===== config.mk =====
export PLATFORM = sky130hd
export DESIGN_NAME = icache_mshr_slot_flat
export DESIGN_NICKNAME = d
export VERILOG_FILES = /design/src/rtl/icache_mshr_slot_pkg.sv /design/src/rtl/icache_mshr_slot_if.sv /design/src/rtl/icache_mshr_slot.sv /design/src/flat_wrapper.sv
export SDC_FILE = /design/constraint.sdc
export NUM_CORES = 1
export LEC_CHECK = 0
export ABC_AREA = 1
export CORE_MARGIN = 3
export CORE_UTILIZATION = 43
export DETAILED_ROUTE_END_ITERATION = 12
export GPL_ROUTABILITY_DRIVEN = 0
export PLACE_DENSITY = 0.92
export SLEW_MARGIN = 40
export SYNTH_ARGS = -nofsm -noshare
export SYNTH_HDL_FRONTEND = slang
export SYNTH_SLANG_ARGS = --single-unit

===== constraint.sdc =====
create_clock -name clk -period 1.7 [get_ports clk]
set_input_delay 0.255 -clock clk [delete_from_list [all_inputs] [get_ports clk]]
set_output_delay 0.255 -clock clk [all_outputs]
set_load 0.02 [all_outputs]

===== src/rtl/icache_mshr_slot_pkg.sv =====
// Shared types for the I-cache MSHR slot: FSM state encoding, the default-width
// request record and the way-width helper.
package toy_pack;

  localparam int MSHR_ENTRY_NUM_DEF = 8;
  localparam int WAY_NUM_DEF        = 4;
  localparam int INDEX_W_DEF        = 7;
  localparam int TXNID_W_DEF        = 6;
  localparam int REQ_PLD_W_DEF      = 64;
  localparam int FILL_BEATS_DEF     = 4;

  // A single-way cache still carries a 1-bit way field.
  function automatic int calc_way_w(input int n);
    return (n > 1) ? $clog2(n) : 1;
  endfunction

  typedef enum logic [2:0] {
    IDLE      = 3'd0,
    WAIT_HZ   = 3'd1,
    RD_DATA   = 3'd2,
    REQ_FILL  = 3'd3,
    WAIT_FILL = 3'd4,
    RELEASE   = 3'd5
  } mshr_slot_state_e;

  typedef struct packed {
    logic [REQ_PLD_W_DEF-1:0]           pld;
    logic [INDEX_W_DEF-1:0]             index;
    logic [TXNID_W_DEF-1:0]             txnid;
    logic [calc_way_w(WAY_NUM_DEF)-1:0] way;
    logic                               hit;
    logic                               pref;
    logic                               snp;
  } mshr_slot_rec_t;

endpackage


===== src/rtl/icache_mshr_slot_if.sv =====
// Slot-facing bus: allocation, hazard release, data-RAM read, linefill request/data.
interface icache_mshr_slot_if
  import toy_pack::*;
#(
  parameter int MSHR_ENTRY_NUM = MSHR_ENTRY_NUM_DEF,
  parameter int WAY_NUM        = WAY_NUM_DEF,
  parameter int INDEX_W        = INDEX_W_DEF,
  parameter int TXNID_W        = TXNID_W_DEF,
  parameter int REQ_PLD_W      = REQ_PLD_W_DEF
) ();
  localparam int WAY_W = calc_way_w(WAY_NUM);

  logic                      alloc_en;
  logic [REQ_PLD_W-1:0]      alloc_pld;
  logic [INDEX_W-1:0]        alloc_index;
  logic [TXNID_W-1:0]        alloc_txnid;
  logic [WAY_W-1:0]          alloc_way;
  logic                      alloc_hit;
  logic                      alloc_pref;
  logic                      alloc_snp;
  logic [MSHR_ENTRY_NUM-1:0] alloc_bitmap;
  logic [MSHR_ENTRY_NUM-1:0] v_release_en;
  logic                      alloc_vld;
  logic                      entry_active;
  logic                      dataram_rd_vld;
  logic                      dataram_rd_rdy;
  logic [WAY_W-1:0]          dataram_rd_way;
  logic [INDEX_W-1:0]        dataram_rd_index;
  logic [TXNID_W-1:0]        dataram_rd_txnid;
  logic                      txreq_vld;
  logic                      txreq_rdy;
  logic [REQ_PLD_W-1:0]      txreq_pld;
  logic                      fill_vld;
  logic [TXNID_W-1:0]        fill_txnid;
  logic                      fill_last;
  logic                      release_en;
  logic                      fill_err;

  modport slave (
    input  alloc_en, alloc_pld, alloc_index, alloc_txnid, alloc_way,
           alloc_hit, alloc_pref, alloc_snp, alloc_bitmap, v_release_en,
           dataram_rd_rdy, txreq_rdy, fill_vld, fill_txnid, fill_last,
    output alloc_vld, entry_active, dataram_rd_vld, dataram_rd_way,
           dataram_rd_index, dataram_rd_txnid, txreq_vld, txreq_pld,
           release_en, fill_err
  );

  modport master (
    output alloc_en, alloc_pld, alloc_index, alloc_txnid, alloc_way,
           alloc_hit, alloc_pref, alloc_snp, alloc_bitmap, v_release_en,
           dataram_rd_rdy, txreq_rdy, fill_vld, fill_txnid, fill_last,
    input  alloc_vld, entry_active, dataram_rd_vld, dataram_rd_way,
           dataram_rd_index, dataram_rd_txnid, txreq_vld, txreq_pld,
           release_en, fill_err
  );
endinterface


===== src/rtl/icache_mshr_slot.sv =====
// One I-cache MSHR entry: waits out older same-set slots, then issues a data-RAM
// read (hit) or a linefill followed by a replay read (miss), then pulses release.
module icache_mshr_slot
  import toy_pack::*;
#(
  parameter int MSHR_ENTRY_NUM = MSHR_ENTRY_NUM_DEF,
  parameter int SLOT_ID        = 0,
  parameter int WAY_NUM        = WAY_NUM_DEF,
  parameter int INDEX_W        = INDEX_W_DEF,
  parameter int TXNID_W        = TXNID_W_DEF,
  parameter int REQ_PLD_W      = REQ_PLD_W_DEF,
  parameter int FILL_BEATS     = FILL_BEATS_DEF
) (
  input  logic                clk,
  input  logic                rst_n,
  icache_mshr_slot_if.slave   bus
);
  localparam int WAY_W = calc_way_w(WAY_NUM);
  localparam int CNT_W = $clog2(FILL_BEATS + 1);

  typedef struct packed {
    logic [REQ_PLD_W-1:0] pld;
    logic [INDEX_W-1:0]   index;
    logic [TXNID_W-1:0]   txnid;
    logic [WAY_W-1:0]     way;
    logic                 hit;
    logic                 pref;
    logic                 snp;
  } rec_t;

  mshr_slot_state_e          r_state, w_state_nxt;
  rec_t                      r_rec, w_rec_nxt;
  logic [MSHR_ENTRY_NUM-1:0] r_bitmap, w_bitmap_nxt;
  logic [CNT_W-1:0]          r_cnt, w_cnt_nxt;
  logic                      r_fill_err, w_fill_err_nxt;

  logic             w_rd_vld, w_tx_vld, w_rel;
  logic             w_beat, w_full;
  logic [CNT_W-1:0] w_cnt_inc;

  assign w_beat    = bus.fill_vld && (bus.fill_txnid == r_rec.txnid);
  assign w_cnt_inc = r_cnt + 1'b1;
  assign w_full    = (w_cnt_inc == CNT_W'(FILL_BEATS));

  always_ff @(posedge clk) begin
    if (!rst_n) begin
      r_state    <= IDLE;
      r_rec      <= '0;
      r_bitmap   <= '0;
      r_cnt      <= '0;
      r_fill_err <= 1'b0;
    end else begin
      r_state    <= w_state_nxt;
      r_rec      <= w_rec_nxt;
      r_bitmap   <= w_bitmap_nxt;
      r_cnt      <= w_cnt_nxt;
      r_fill_err <= w_fill_err_nxt;
    end
  end

  always_comb begin
    w_state_nxt    = r_state;
    w_rec_nxt      = r_rec;
    w_bitmap_nxt   = r_bitmap & ~bus.v_release_en;
    w_cnt_nxt      = r_cnt;
    w_fill_err_nxt = r_fill_err;
    w_rd_vld       = 1'b0;
    w_tx_vld       = 1'b0;
    w_rel          = 1'b0;
    case (r_state)
      IDLE: begin
        if (bus.alloc_en) begin
          w_rec_nxt.pld   = bus.alloc_pld;
          w_rec_nxt.index = bus.alloc_index;
          w_rec_nxt.txnid = bus.alloc_txnid;
          w_rec_nxt.way   = bus.alloc_way;
          w_rec_nxt.hit   = bus.alloc_hit;
          w_rec_nxt.pref  = bus.alloc_pref;
          w_rec_nxt.snp   = bus.alloc_snp;
          // Same-cycle releases are masked here so they are never lost.
          w_bitmap_nxt          = bus.alloc_bitmap & ~bus.v_release_en;
          w_bitmap_nxt[SLOT_ID] = 1'b0;
          w_cnt_nxt             = '0;
          w_fill_err_nxt        = 1'b0;
          w_state_nxt           = bus.alloc_snp ? RELEASE : WAIT_HZ;
        end
      end
      WAIT_HZ: begin
        // Request issues straight from here so alloc-to-vld is a single cycle.
        if (r_bitmap == '0 && !r_rec.snp) begin
          if (r_rec.hit) begin
            w_rd_vld    = 1'b1;
            w_state_nxt = bus.dataram_rd_rdy ? RELEASE : RD_DATA;
          end else begin
            w_tx_vld = 1'b1;
            if (bus.txreq_rdy) begin
              w_cnt_nxt   = '0;
              w_state_nxt = WAIT_FILL;
            end else begin
              w_state_nxt = REQ_FILL;
            end
          end
        end
      end
      RD_DATA: begin
        w_rd_vld = 1'b1;
        if (bus.dataram_rd_rdy) w_state_nxt = RELEASE;
      end
      REQ_FILL: begin
        w_tx_vld = 1'b1;
        if (bus.txreq_rdy) begin
          w_cnt_nxt   = '0;
          w_state_nxt = WAIT_FILL;
        end
      end
      WAIT_FILL: begin
        if (w_beat) begin
          if (w_full || bus.fill_last) begin
            if (bus.fill_last && !w_full) w_fill_err_nxt = 1'b1;
            w_state_nxt = r_rec.pref ? RELEASE : RD_DATA;
          end else begin
            w_cnt_nxt = w_cnt_inc;
          end
        end
      end
      RELEASE: begin
        w_rel       = 1'b1;
        w_state_nxt = IDLE;
      end
      default: w_state_nxt = IDLE;
    endcase
  end

  assign bus.alloc_vld        = (r_state == IDLE);
  assign bus.entry_active     = (r_state != IDLE);
  assign bus.dataram_rd_vld   = w_rd_vld;
  assign bus.dataram_rd_way   = r_rec.way;
  assign bus.dataram_rd_index = r_rec.index;
  assign bus.dataram_rd_txnid = r_rec.txnid;
  assign bus.txreq_vld        = w_tx_vld;
  assign bus.txreq_pld        = r_rec.pld;
  assign bus.release_en       = w_rel;
  assign bus.fill_err         = r_fill_err;

endmodule

===== src/flat_wrapper.sv =====
// flat-port wrapper written by rule: the top's interface ports become plain ports
module icache_mshr_slot_flat import toy_pack::*;
#(
  parameter int MSHR_ENTRY_NUM = MSHR_ENTRY_NUM_DEF,
  parameter int SLOT_ID        = 0,
  parameter int WAY_NUM        = WAY_NUM_DEF,
  parameter int INDEX_W        = INDEX_W_DEF,
  parameter int TXNID_W        = TXNID_W_DEF,
  parameter int REQ_PLD_W      = REQ_PLD_W_DEF,
  parameter int FILL_BEATS     = FILL_BEATS_DEF
)
  (clk, rst_n, bus_alloc_en, bus_alloc_pld, bus_alloc_index, bus_alloc_txnid, bus_alloc_way, bus_alloc_hit, bus_alloc_pref, bus_alloc_snp, bus_alloc_bitmap, bus_v_release_en, bus_dataram_rd_rdy, bus_txreq_rdy, bus_fill_vld, bus_fill_txnid, bus_fill_last, bus_alloc_vld, bus_entry_active, bus_dataram_rd_vld, bus_dataram_rd_way, bus_dataram_rd_index, bus_dataram_rd_txnid, bus_txreq_vld, bus_txreq_pld, bus_release_en, bus_fill_err);
  icache_mshr_slot_if #(.MSHR_ENTRY_NUM(MSHR_ENTRY_NUM), .WAY_NUM(WAY_NUM), .INDEX_W(INDEX_W), .TXNID_W(TXNID_W), .REQ_PLD_W(REQ_PLD_W)) bus_i ();
  input  logic clk;
  input  logic rst_n;
  input wire logic [$bits(bus_i.alloc_en)-1:0] bus_alloc_en;
  input wire logic [$bits(bus_i.alloc_pld)-1:0] bus_alloc_pld;
  input wire logic [$bits(bus_i.alloc_index)-1:0] bus_alloc_index;
  input wire logic [$bits(bus_i.alloc_txnid)-1:0] bus_alloc_txnid;
  input wire logic [$bits(bus_i.alloc_way)-1:0] bus_alloc_way;
  input wire logic [$bits(bus_i.alloc_hit)-1:0] bus_alloc_hit;
  input wire logic [$bits(bus_i.alloc_pref)-1:0] bus_alloc_pref;
  input wire logic [$bits(bus_i.alloc_snp)-1:0] bus_alloc_snp;
  input wire logic [$bits(bus_i.alloc_bitmap)-1:0] bus_alloc_bitmap;
  input wire logic [$bits(bus_i.v_release_en)-1:0] bus_v_release_en;
  input wire logic [$bits(bus_i.dataram_rd_rdy)-1:0] bus_dataram_rd_rdy;
  input wire logic [$bits(bus_i.txreq_rdy)-1:0] bus_txreq_rdy;
  input wire logic [$bits(bus_i.fill_vld)-1:0] bus_fill_vld;
  input wire logic [$bits(bus_i.fill_txnid)-1:0] bus_fill_txnid;
  input wire logic [$bits(bus_i.fill_last)-1:0] bus_fill_last;
  output wire logic [$bits(bus_i.alloc_vld)-1:0] bus_alloc_vld;
  output wire logic [$bits(bus_i.entry_active)-1:0] bus_entry_active;
  output wire logic [$bits(bus_i.dataram_rd_vld)-1:0] bus_dataram_rd_vld;
  output wire logic [$bits(bus_i.dataram_rd_way)-1:0] bus_dataram_rd_way;
  output wire logic [$bits(bus_i.dataram_rd_index)-1:0] bus_dataram_rd_index;
  output wire logic [$bits(bus_i.dataram_rd_txnid)-1:0] bus_dataram_rd_txnid;
  output wire logic [$bits(bus_i.txreq_vld)-1:0] bus_txreq_vld;
  output wire logic [$bits(bus_i.txreq_pld)-1:0] bus_txreq_pld;
  output wire logic [$bits(bus_i.release_en)-1:0] bus_release_en;
  output wire logic [$bits(bus_i.fill_err)-1:0] bus_fill_err;
  assign bus_i.alloc_en = bus_alloc_en;
  assign bus_i.alloc_pld = bus_alloc_pld;
  assign bus_i.alloc_index = bus_alloc_index;
  assign bus_i.alloc_txnid = bus_alloc_txnid;
  assign bus_i.alloc_way = bus_alloc_way;
  assign bus_i.alloc_hit = bus_alloc_hit;
  assign bus_i.alloc_pref = bus_alloc_pref;
  assign bus_i.alloc_snp = bus_alloc_snp;
  assign bus_i.alloc_bitmap = bus_alloc_bitmap;
  assign bus_i.v_release_en = bus_v_release_en;
  assign bus_i.dataram_rd_rdy = bus_dataram_rd_rdy;
  assign bus_i.txreq_rdy = bus_txreq_rdy;
  assign bus_i.fill_vld = bus_fill_vld;
  assign bus_i.fill_txnid = bus_fill_txnid;
  assign bus_i.fill_last = bus_fill_last;
  assign bus_alloc_vld = bus_i.alloc_vld;
  assign bus_entry_active = bus_i.entry_active;
  assign bus_dataram_rd_vld = bus_i.dataram_rd_vld;
  assign bus_dataram_rd_way = bus_i.dataram_rd_way;
  assign bus_dataram_rd_index = bus_i.dataram_rd_index;
  assign bus_dataram_rd_txnid = bus_i.dataram_rd_txnid;
  assign bus_txreq_vld = bus_i.txreq_vld;
  assign bus_txreq_pld = bus_i.txreq_pld;
  assign bus_release_en = bus_i.release_en;
  assign bus_fill_err = bus_i.fill_err;
  icache_mshr_slot #(.MSHR_ENTRY_NUM(MSHR_ENTRY_NUM), .SLOT_ID(SLOT_ID), .WAY_NUM(WAY_NUM), .INDEX_W(INDEX_W), .TXNID_W(TXNID_W), .REQ_PLD_W(REQ_PLD_W), .FILL_BEATS(FILL_BEATS)) u_core (.clk(clk), .rst_n(rst_n), .bus(bus_i));
endmodule

# After elaboration in Yosys (flattened, before gate mapping)
# Cells that the tools add are included.
# op_classes
bitwise_logic	3
n_eq_ne	16
add_sub_neg	1
n_reduce_logical	15
muxes	33
# op_table
operator	n
$mux W3	17
$and A8 B8 Y8	2
$mux W8	2
$pmux W3 S5	1
$pmux W3 S4	1
$reduce_and A6 Y1	2
$ne A2 B2 Y1 const B	5
$eq A3 B3 Y1 const B	3
$mux W1	9
$logic_not A8 Y1	1
$ne A2 B1 Y1 const B	4
$not A8 Y8	1
$eq A3 B2 Y1 const B	2
$eq A6 B6 Y1	1
$pmux W1 S2	3
$reduce_and A5 Y1	1
$reduce_bool A4 Y1	1
$add A3 B1 Y3 const B	1
$eq A3 B1 Y1 const B	1
$logic_and A1 B1 Y1	3
$logic_not A3 Y1	1
$reduce_bool A3 Y1	1
$logic_not A1 Y1	2
$reduce_and A2 Y1	1
other kinds (2)	2
# word_totals
output_inout_bits	85
register_bits	97
in_bits	111
word_cells	79

# Depth between registers and ports, before layout
# Gate-level depths: netlist (run 1).
# logic_depth
word_depth	8
depth_mapped	11
ltp_nobuf	11

# Least setup slack after synthesis (run 1)
# No wires, ideal clock.
# synth_timing
kind	register to output
from	register u_core.r_state[2]
to	output port bus_dataram_rd_vld
setup_slack_ns	0.164
arrival_ns	1.281
stages_incl_launch_ff	6
t_required_ns	1.445
path_buffers	0
cell_sequence	dfxtp_1 inv_2 nand2_1 nor2_2 nand2_1 o31ai_1
# synth_via
elab_chain_len	2
elab_cells_between_ends	3
cone_classes	eq/ne (2); mux (1)
# synth_rtl
element	line_no	rtl
from (decl)	icache_mshr_slot.sv:31	mshr_slot_state_e r_state, w_state_nxt;
from (signal assigned)	icache_mshr_slot.sv:53	r_state <= w_state_nxt;
$eq A3 B2 Y1 or $eq A3 B1 Y1 (tied branches)	icache_mshr_slot.sv:70	case (r_state)
$pmux W1 S2 *	icache_mshr_slot.sv:70	
to (decl)	flat_wrapper.sv:33	output wire logic [$bits(bus_i.dataram_rd_vld)-1:0] bus_dataram_rd_vld;
# Mark *: on every way between the ends. The rest lies on a longest branch, timed or not.

# Worst setup path after layout (run 1)
# Same ends and word-level chain as after synthesis.

==> metrics.md, run 1 <==
| Metric | Value |
|---|---|
| Outcome | finished, violations left |
| Failing checks | setup timing |
| CTS Buf Count | 9 |
| Min Hold Slack | 461 ps |
| CTS tree | yes |
| Drt wl/cell | 15.8 µm |
| # rows | 37 |
| DRC viols | 0 |
| Multiplexer area fraction after synthesis | 0 |
| Post-synthesis adder-cell area fraction | 0.00539 |
| Post-synth cell types | 24 |
| Synth Flop Type | dfxtp_1 |
| Critical path depth in cells | 6 |
| ANT cells | 0 |
| Asr flop ratio synth | 0 |
| Share of the synthesized area in the top cell type | 0.419 |
| Hold_buf cts | 0 |
| Slowest-stage cell, CP | dfxtp_2 |
| Worst EP arrival | 1460 ps |
| Largest family of logic cells by synthesized area | simple AND/OR/NAND/NOR gates |
| Maximum Capacitance Violations | 0 |
| Max Root-Sink Buffers | 2 |
| Worst-path maximum fanout | 2 |
| P&R area growth vs syn | 49.1% |
| Synth area leaders | dfxtp_1 (42%), buf_4 (13%), nand2_1 (10%), nand3_1 (9.7%), a21oi_1 (9.3%) |
| Top-Level Pins | 196 |
| FF+latch area | 1950 µm² |
| Synth top cells by count | nand2_1 (123), dfxtp_1 (97), nand3_1 (90) |
| Slew of the pin with the lowest slew margin | 369 ps |
| Type of destination of the critical path | output pin |
| FMAX | 583 MHz |
| Worst-path cell chain | inv_2 > nand2_2 > nor2_2 > nand2_1 > o31ai_1 > buf_4 |
| Clk sinks | 97 |
| Post-synthesis cell area | 4640 µm² |
| Cell Pwr Density | 1520 nW/µm² |
| Syn avg cell area | 7.50 µm² |
| Post-layout min period | 1710 ps |
| Detailed Route Iter0 Violations | 271 |
| Register area share after synthesis | 0.419 |
| Clock slew at reported path FFs | 100 ps |
| Reg2Reg Setup Slack | 40 ps |
| Post-placement cell count | 860 |
| Number of flops mapped to enable cells by yosys | 0 |
| Die area | 12100 µm² |
| GRT overflow | 0 |
| Fin nets | 865 |
| Hold depth | 2 |
| Synth Area in Compound Gates | 0.136 |
| Period utilization | 1.01 |
| Htree depth | 3 |
| Synth warn | 0 |
| Post-Synthesis Net Count | 732 |
| Layout Cells excl Fill | 893 |
| Critical path's top delay family | flip-flops |
| Relative slew slack | 0.754 |
| Leakage | 2.67 nW |
| Setup Skew | 6.95 ps |
| Crit path launch type | register |
| Die width | 110 µm |
| Seq cells post-synth | 97 |
| Fill cells | 849 |
| Final setup violation count | 1 |
| Core Area | 10400 µm² |
| Most frequent cell after synthesis | nand2_1 |
| Leading area contributor after synthesis | dfxtp_1 |
| Max incr delay on CP | 330 ps |
| XOR/XNOR Fraction of Synth Area | 0 |
| Footprint of the multi-input gates | 1910 µm² |
| Cells after synthesis | 619 |
| Critical path class | reg -> out |
| Total track usage | 0.220 |
| Die Span Y | 110 µm |
| WL final | 14100 µm |
| Final WS setup | -14.0 ps |
| RSZ-0062 raised after global routing | true |
| First-pass GRT wire length | 20900 µm |
| CP Buf/Inv Count | 2 |
| DPL Wire Length | 9270 µm |
| Worst hold path class | reg -> reg |
| Pre-CTS setup slack | -155 ps |
| CP Data Required Time | 1440 ps |
| Post-route ant nets | 0 |
| Final core area utilization | 0.664 |
| Slew Limit Fails | 0 |
| Via count | 4537 |
| Initial core utilization | 0.445 |
| Antenna violations before repair | 0 |
| Insertion delay of the later-clocked pin in the worst-skew pair | 360 ps |
| Vias in the first global route | 4345 |
| Layout cell share with drive strength beyond 1 | 0.140 |
| Peak VDD IR | 0.812 mV |
| Fin. Hold Viols | 0 |
| Port Buffers | 194 |
| Clock root buffer | clkbuf_8 |
| Register-to-Register Path Depth | 11 |
| Vias per inst | 5.08 |
| Pre-antenna DRT Iters | 7 |
| Largest net degree at the start of global routing | 62 |
| Simple-gate share of the synthesized area | 0.235 |
per-layer routing:
| layer | track usage | up-vias | wire length, µm |
|---|---|---|---|
| met4 | 0.0882 | 0 | 359 |
| met1 | 0.250 | 2112 | 5410 |
| met5 | 0 | - | 0 |
| met2 | 0.375 | 183 | 7040 |
| li1 | - | 2210 | - |
| met3 | 0.0763 | 32 | 1290 |
state kept, by name (all words and copies together), names as in the netlist:
| signal | count |
|---|---|
| u_core.r_state | 3 |
| u_core.bus.fill_err | 1 |
| u_core.bus.dataram_rd_txnid | 6 |
| u_core.bus.dataram_rd_index | 7 |
| u_core.r_bitmap | 8 |
| u_core.r_rec | 3 |
| u_core.r_cnt | 3 |
| u_core.bus.dataram_rd_way | 2 |
| u_core.bus.txreq_pld | 64 |
logic make-up (layout without fill, tap and decap cells):
| kind of cell | Yosys count | in the layout |
|---|---|---|
| and+or+nand+nor | 252 | 252 |
| buffers and inverters | 157 | 295 |
| AOI/OAI and AO/OA | 111 | 111 |
| DFF | 97 | 97 |
| adders and majority gates | 2 | 2 |
worst register-to-register path, cell delays in order (launching register included):
cell and delay, ps:
dfxtp_2 340, buf_4 150, inv_4 60, nand2_4 60, nor2_4 110, buf_6 130, buf_8 120, nand2_8 80
clkbuf_16 200, buf_2 170, nand2_1 80, a21oi_1 60
repair_timing:
action	4_1_cts	5_1_grt
resized for setup	25	33
gates cloned	2	3
pin swaps	1	7
buffers inserted	3	9
endpoints found under the setup margin	5	44
metrics by stage:
| stage | power, mW | TNS, ps | area [µm²] |
|---|---|---|---|
| 6_report | 10.5 | -14.0 | 6920 |
| 5_1_grt | 11.1 | -384 | 6920 |
| 4_1_cts | 9.99 | -11.5 | 6630 |
| 3_5_place_dp | 7.69 | -653 | 6270 |
| 3_3_place_gp | 7.58 | -194 | 6270 |
| 2_1_floorplan | 6.17 | 0 | 4640 |
power breakdown:
| part | switching [mW] | internal, mW | leakage [nW] |
|---|---|---|---|
| registers | 0.274 | 2.75 | 0.795 |
| clock network | 0.820 | 0.951 | 0.123 |
| logic | 2.98 | 2.72 | 1.75 |
| total | 4.07 | 6.42 | 2.67 |
cells in the final DEF (no fill, tap or decap), types with 3 or more instances in the layout:
cell / count
a21oi_1: 83
a2111oi_4: 7
inv_2: 7
a21oi_2: 3
nor2_2: 5
buf_12: 8
nor2_1: 24
dfxtp_1: 92
nand2_1: 121
clkbuf_8: 12
buf_2: 3
buf_4: 29
clkbuf_16: 3
clkdlybuf4s50_1: 187
o21ai_0: 15
inv_1: 32
nor2_4: 5
dfxtp_2: 5
nand3_1: 89
final timing paths:
check                            endpoint                start
setup / recovery       bus_dataram_rd_vld    u_core.r_state[2]
hold / removal        u_core.bus.fill_err  u_core.bus.fill_err
setup reg to reg  u_core.bus.txreq_pld[9]    u_core.r_state[0]
hold reg to reg       u_core.bus.fill_err  u_core.bus.fill_err
final cells by class:
cell class,count,share of cell area
clock buffers,12,0.0239
clock inverters,4,0.0107
inverters,40,0.0221
multi-input cells,365,0.276
flip-flops and latches,97,0.282
well taps,136,0.0246
repair buffers,239,0.361
Note: power is estimated with default switching activity, not from simulation.
==> inputs of run 2 (changes only) <==
--- a/config.mk
+++ b/config.mk
@@ -8,6 +8,7 @@
 export ABC_AREA = 1
 export CORE_MARGIN = 3
 export CORE_UTILIZATION = 43
+export CTS_CLUSTER_SIZE = 16
 export DETAILED_ROUTE_END_ITERATION = 12
 export GPL_ROUTABILITY_DRIVEN = 0
 export PLACE_DENSITY = 0.92
==> results of run 2 <==
Final layout, timing and power as in run 1 (identical DEF).
==> inputs of run 3 (changes only) <==
--- a/config.mk
+++ b/config.mk
@@ -6,11 +6,13 @@
 export NUM_CORES = 1
 export LEC_CHECK = 0
 export ABC_AREA = 1
+export CAP_MARGIN = 10
 export CORE_MARGIN = 3
 export CORE_UTILIZATION = 43
 export CTS_CLUSTER_SIZE = 16
 export DETAILED_ROUTE_END_ITERATION = 12
 export GPL_ROUTABILITY_DRIVEN = 0
+export GPL_TIMING_DRIVEN = 0
 export PLACE_DENSITY = 0.92
 export SLEW_MARGIN = 40
 export SYNTH_ARGS = -nofsm -noshare
==> run 3 against run 2 <==
  * The flow still finishes with violations (setup timing)
  * Final cell count is 9.1% higher
  * Combinational power is 6.0% lower
  * Critical path type unchanged
  * Worst hold slack worse by 6.8 ps
  * Critical path depth stayed put
==> metrics.md, run 3 (synthesis results as in run 1) <==
| Metric | Value |
|---|---|
| Core Area | 10400 µm² |
| Clock root buffer | clkbuf_8 |
| HP Start | u_core.bus.fill_err |
| Largest net degree at the start of global routing | 17 |
| Layout cell share with drive strength beyond 1 | 0.200 |
| ANT cells | 0 |
| Via count | 4811 |
| Fin nets | 946 |
| Port Buffers | 193 |
| Fill cells | 817 |
| CP Data Required Time | 1440 ps |
| Max incr delay on CP | 380 ps |
| Final WS setup | -55.2 ps |
| Worst-path maximum fanout | 5 |
| Post-layout min period | 1760 ps |
| Internal power | 5.83 mW |
| First-pass GRT wire length | 21600 µm |
| FMAX | 570 MHz |
| Most frequent cells in the layout | clkdlybuf4s50_1 (127), nand2_1 (121), dfxtp_1 (93) |
| DRC viols | 0 |
| Drt wl/cell | 14.7 µm |
| Final core area utilization | 0.697 |
| Crit path launch type | register |
| # rows | 37 |
| Top cell by count, worst path | nand2_2 |
| Slew Limit Fails | 0 |
| Vias in the first global route | 4593 |
| Clock slew at reported path FFs | 110 ps |
| Htree depth | 3 |
| Logic pwr share | 0.547 |
| Clk sinks | 97 |
| Relative slew slack | 0.678 |
| Worst-path cell chain | inv_4 > nand2_2 > nor2_4 > nand2_2 > o31ai_2 > buf_4 |
| GRT overflow | 0 |
| Slew of the pin with the lowest slew margin | 483 ps |
| Die area | 12100 µm² |
| CTS tree | yes |
| CP Buf/Inv Count | 2 |
| Clk network pwr share | 0.139 |
| Commonest non-fill, non-tap cell in the layout | clkdlybuf4s50_1 |
| Pre-antenna DRT Iters | 6 |
| Worst EP arrival | 1500 ps |
| CTS Buf Count | 9 |
| Insertion delay of the later-clocked pin in the worst-skew pair | 360 ps |
| RSZ-0062 raised after global routing | true |
| Antenna violations before repair | 0 |
| Die Span Y | 110 µm |
| Worst hold path class | reg -> reg |
| Die width | 110 µm |
| Switching Share | 0.405 |
| Failing checks | setup timing |
| Critical path class | reg -> out |
| Total track usage | 0.228 |
| Leakage | 3.94 nW |
| Top-Level Pins | 196 |
| Initial core utilization | 0.445 |
| Net Sw Power | 3.96 mW |
| Fin. Hold Viols | 0 |
| Cell Pwr Density | 1350 nW/µm² |
| Critical path's top delay family | flip-flops |
| Setup Skew | 15.9 ps |
| Worst setup startpoint | u_core.r_state[2] |
| R2r startpoint | u_core.r_state[2] |
| Maximum Capacitance Violations | 0 |
| Hold_buf cts | 0 |
| Min Hold Slack | 454 ps |
| P&R area growth vs syn | 56.6% |
| WL final | 14300 µm |
| Max FFs per register | 64 |
| Post-route ant nets | 0 |
| Register share of total power | 0.313 |
| Outcome | finished, violations left |
| Max Root-Sink Buffers | 2 |
| Detailed Route Iter0 Violations | 322 |
| Type of destination of the critical path | output pin |
| Period utilization | 1.03 |
| Final setup violation count | 1 |
| DPL Wire Length | 10400 µm |
| Vias per inst | 4.94 |
| Slowest-stage cell, CP | dfxtp_4 |
| Peak VDD IR | 1.07 mV |
run 3: cell types whose count changed in the layout (fill, tap and decap cells not counted), sizes merged, moves of 13 or more:
cell,change
clkdlybuf4s50,-60
buf,+66
clkbuf,+13
dlymetal6s2s,+58
run 3: worst paths after layout:
kind	slack, ps	cells past startpoint	end
worst max-delay path	-60	6	bus_dataram_rd_vld
worst min-delay path	450	2	u_core.bus.fill_err
worst max register to register	100	8	u_core.bus.txreq_pld[11]
worst min register to register	450	2	u_core.bus.fill_err
run 3: power groups by stage:
stage | combinational [mW] | sequential, mW | clock [mW]
floorplan | 3.17 | 3.01 | 0
global placement | 4.78 | 3.05 | 0
detailed placement | 4.86 | 3.08 | 0
CTS | 5.02 | 3.03 | 1.38
global route | 5.86 | 3.11 | 1.49
finish | 5.36 | 3.07 | 1.36
run 3: final cells by class:
class                   instances  area [µm²]  share of cell area
well taps                     136         170              0.0234
multi-input cells             365        1800               0.248
plain buffers                 117         851               0.117
clock buffers                  10         128              0.0176
clock inverters                 6        43.8             0.00603
flip-flops and latches         97        1950               0.269
repair buffers                203        2160               0.298
inverters                      40         155              0.0214
run 3: repair_timing:
item	CTS	global route
pin swaps	1	4
setup endpoints to repair	7	140
hold endpoints to repair	0	0
gates resized for setup	33	103
buffers inserted	2	7
gates cloned	0	1
run 3: per-layer routing:
metal	wire, µm	part of all wire	vias to the layer above	GRT usage
met5	0	0	-	0
met4	356	0.025	0	0.0730
met3	1480	0.10	29	0.0869
met2	7100	0.50	211	0.394
met1	5360	0.37	2203	0.259
li1	-	-	2368	-
run 3: worst min-delay path: stages, from the launching register on:
cell and delay (ps):
dfxtp_1 320, inv_1 50, a21oi_1 50
run 3: stage by stage:
step,TNS [ps],total power [mW],instances,setup slack (ps),area (µm²)
6_report,-55.2,9.78,974,-55.2,7260
3_5_place_dp,-14230,7.94,948,-381,6740
2_1_floorplan,0,6.17,619,164,4640
5_1_grt,-316,10.5,974,-115,7260
4_1_cts,-626,9.44,966,-232,6950
3_3_place_gp,-12710,7.83,948,-390,6740
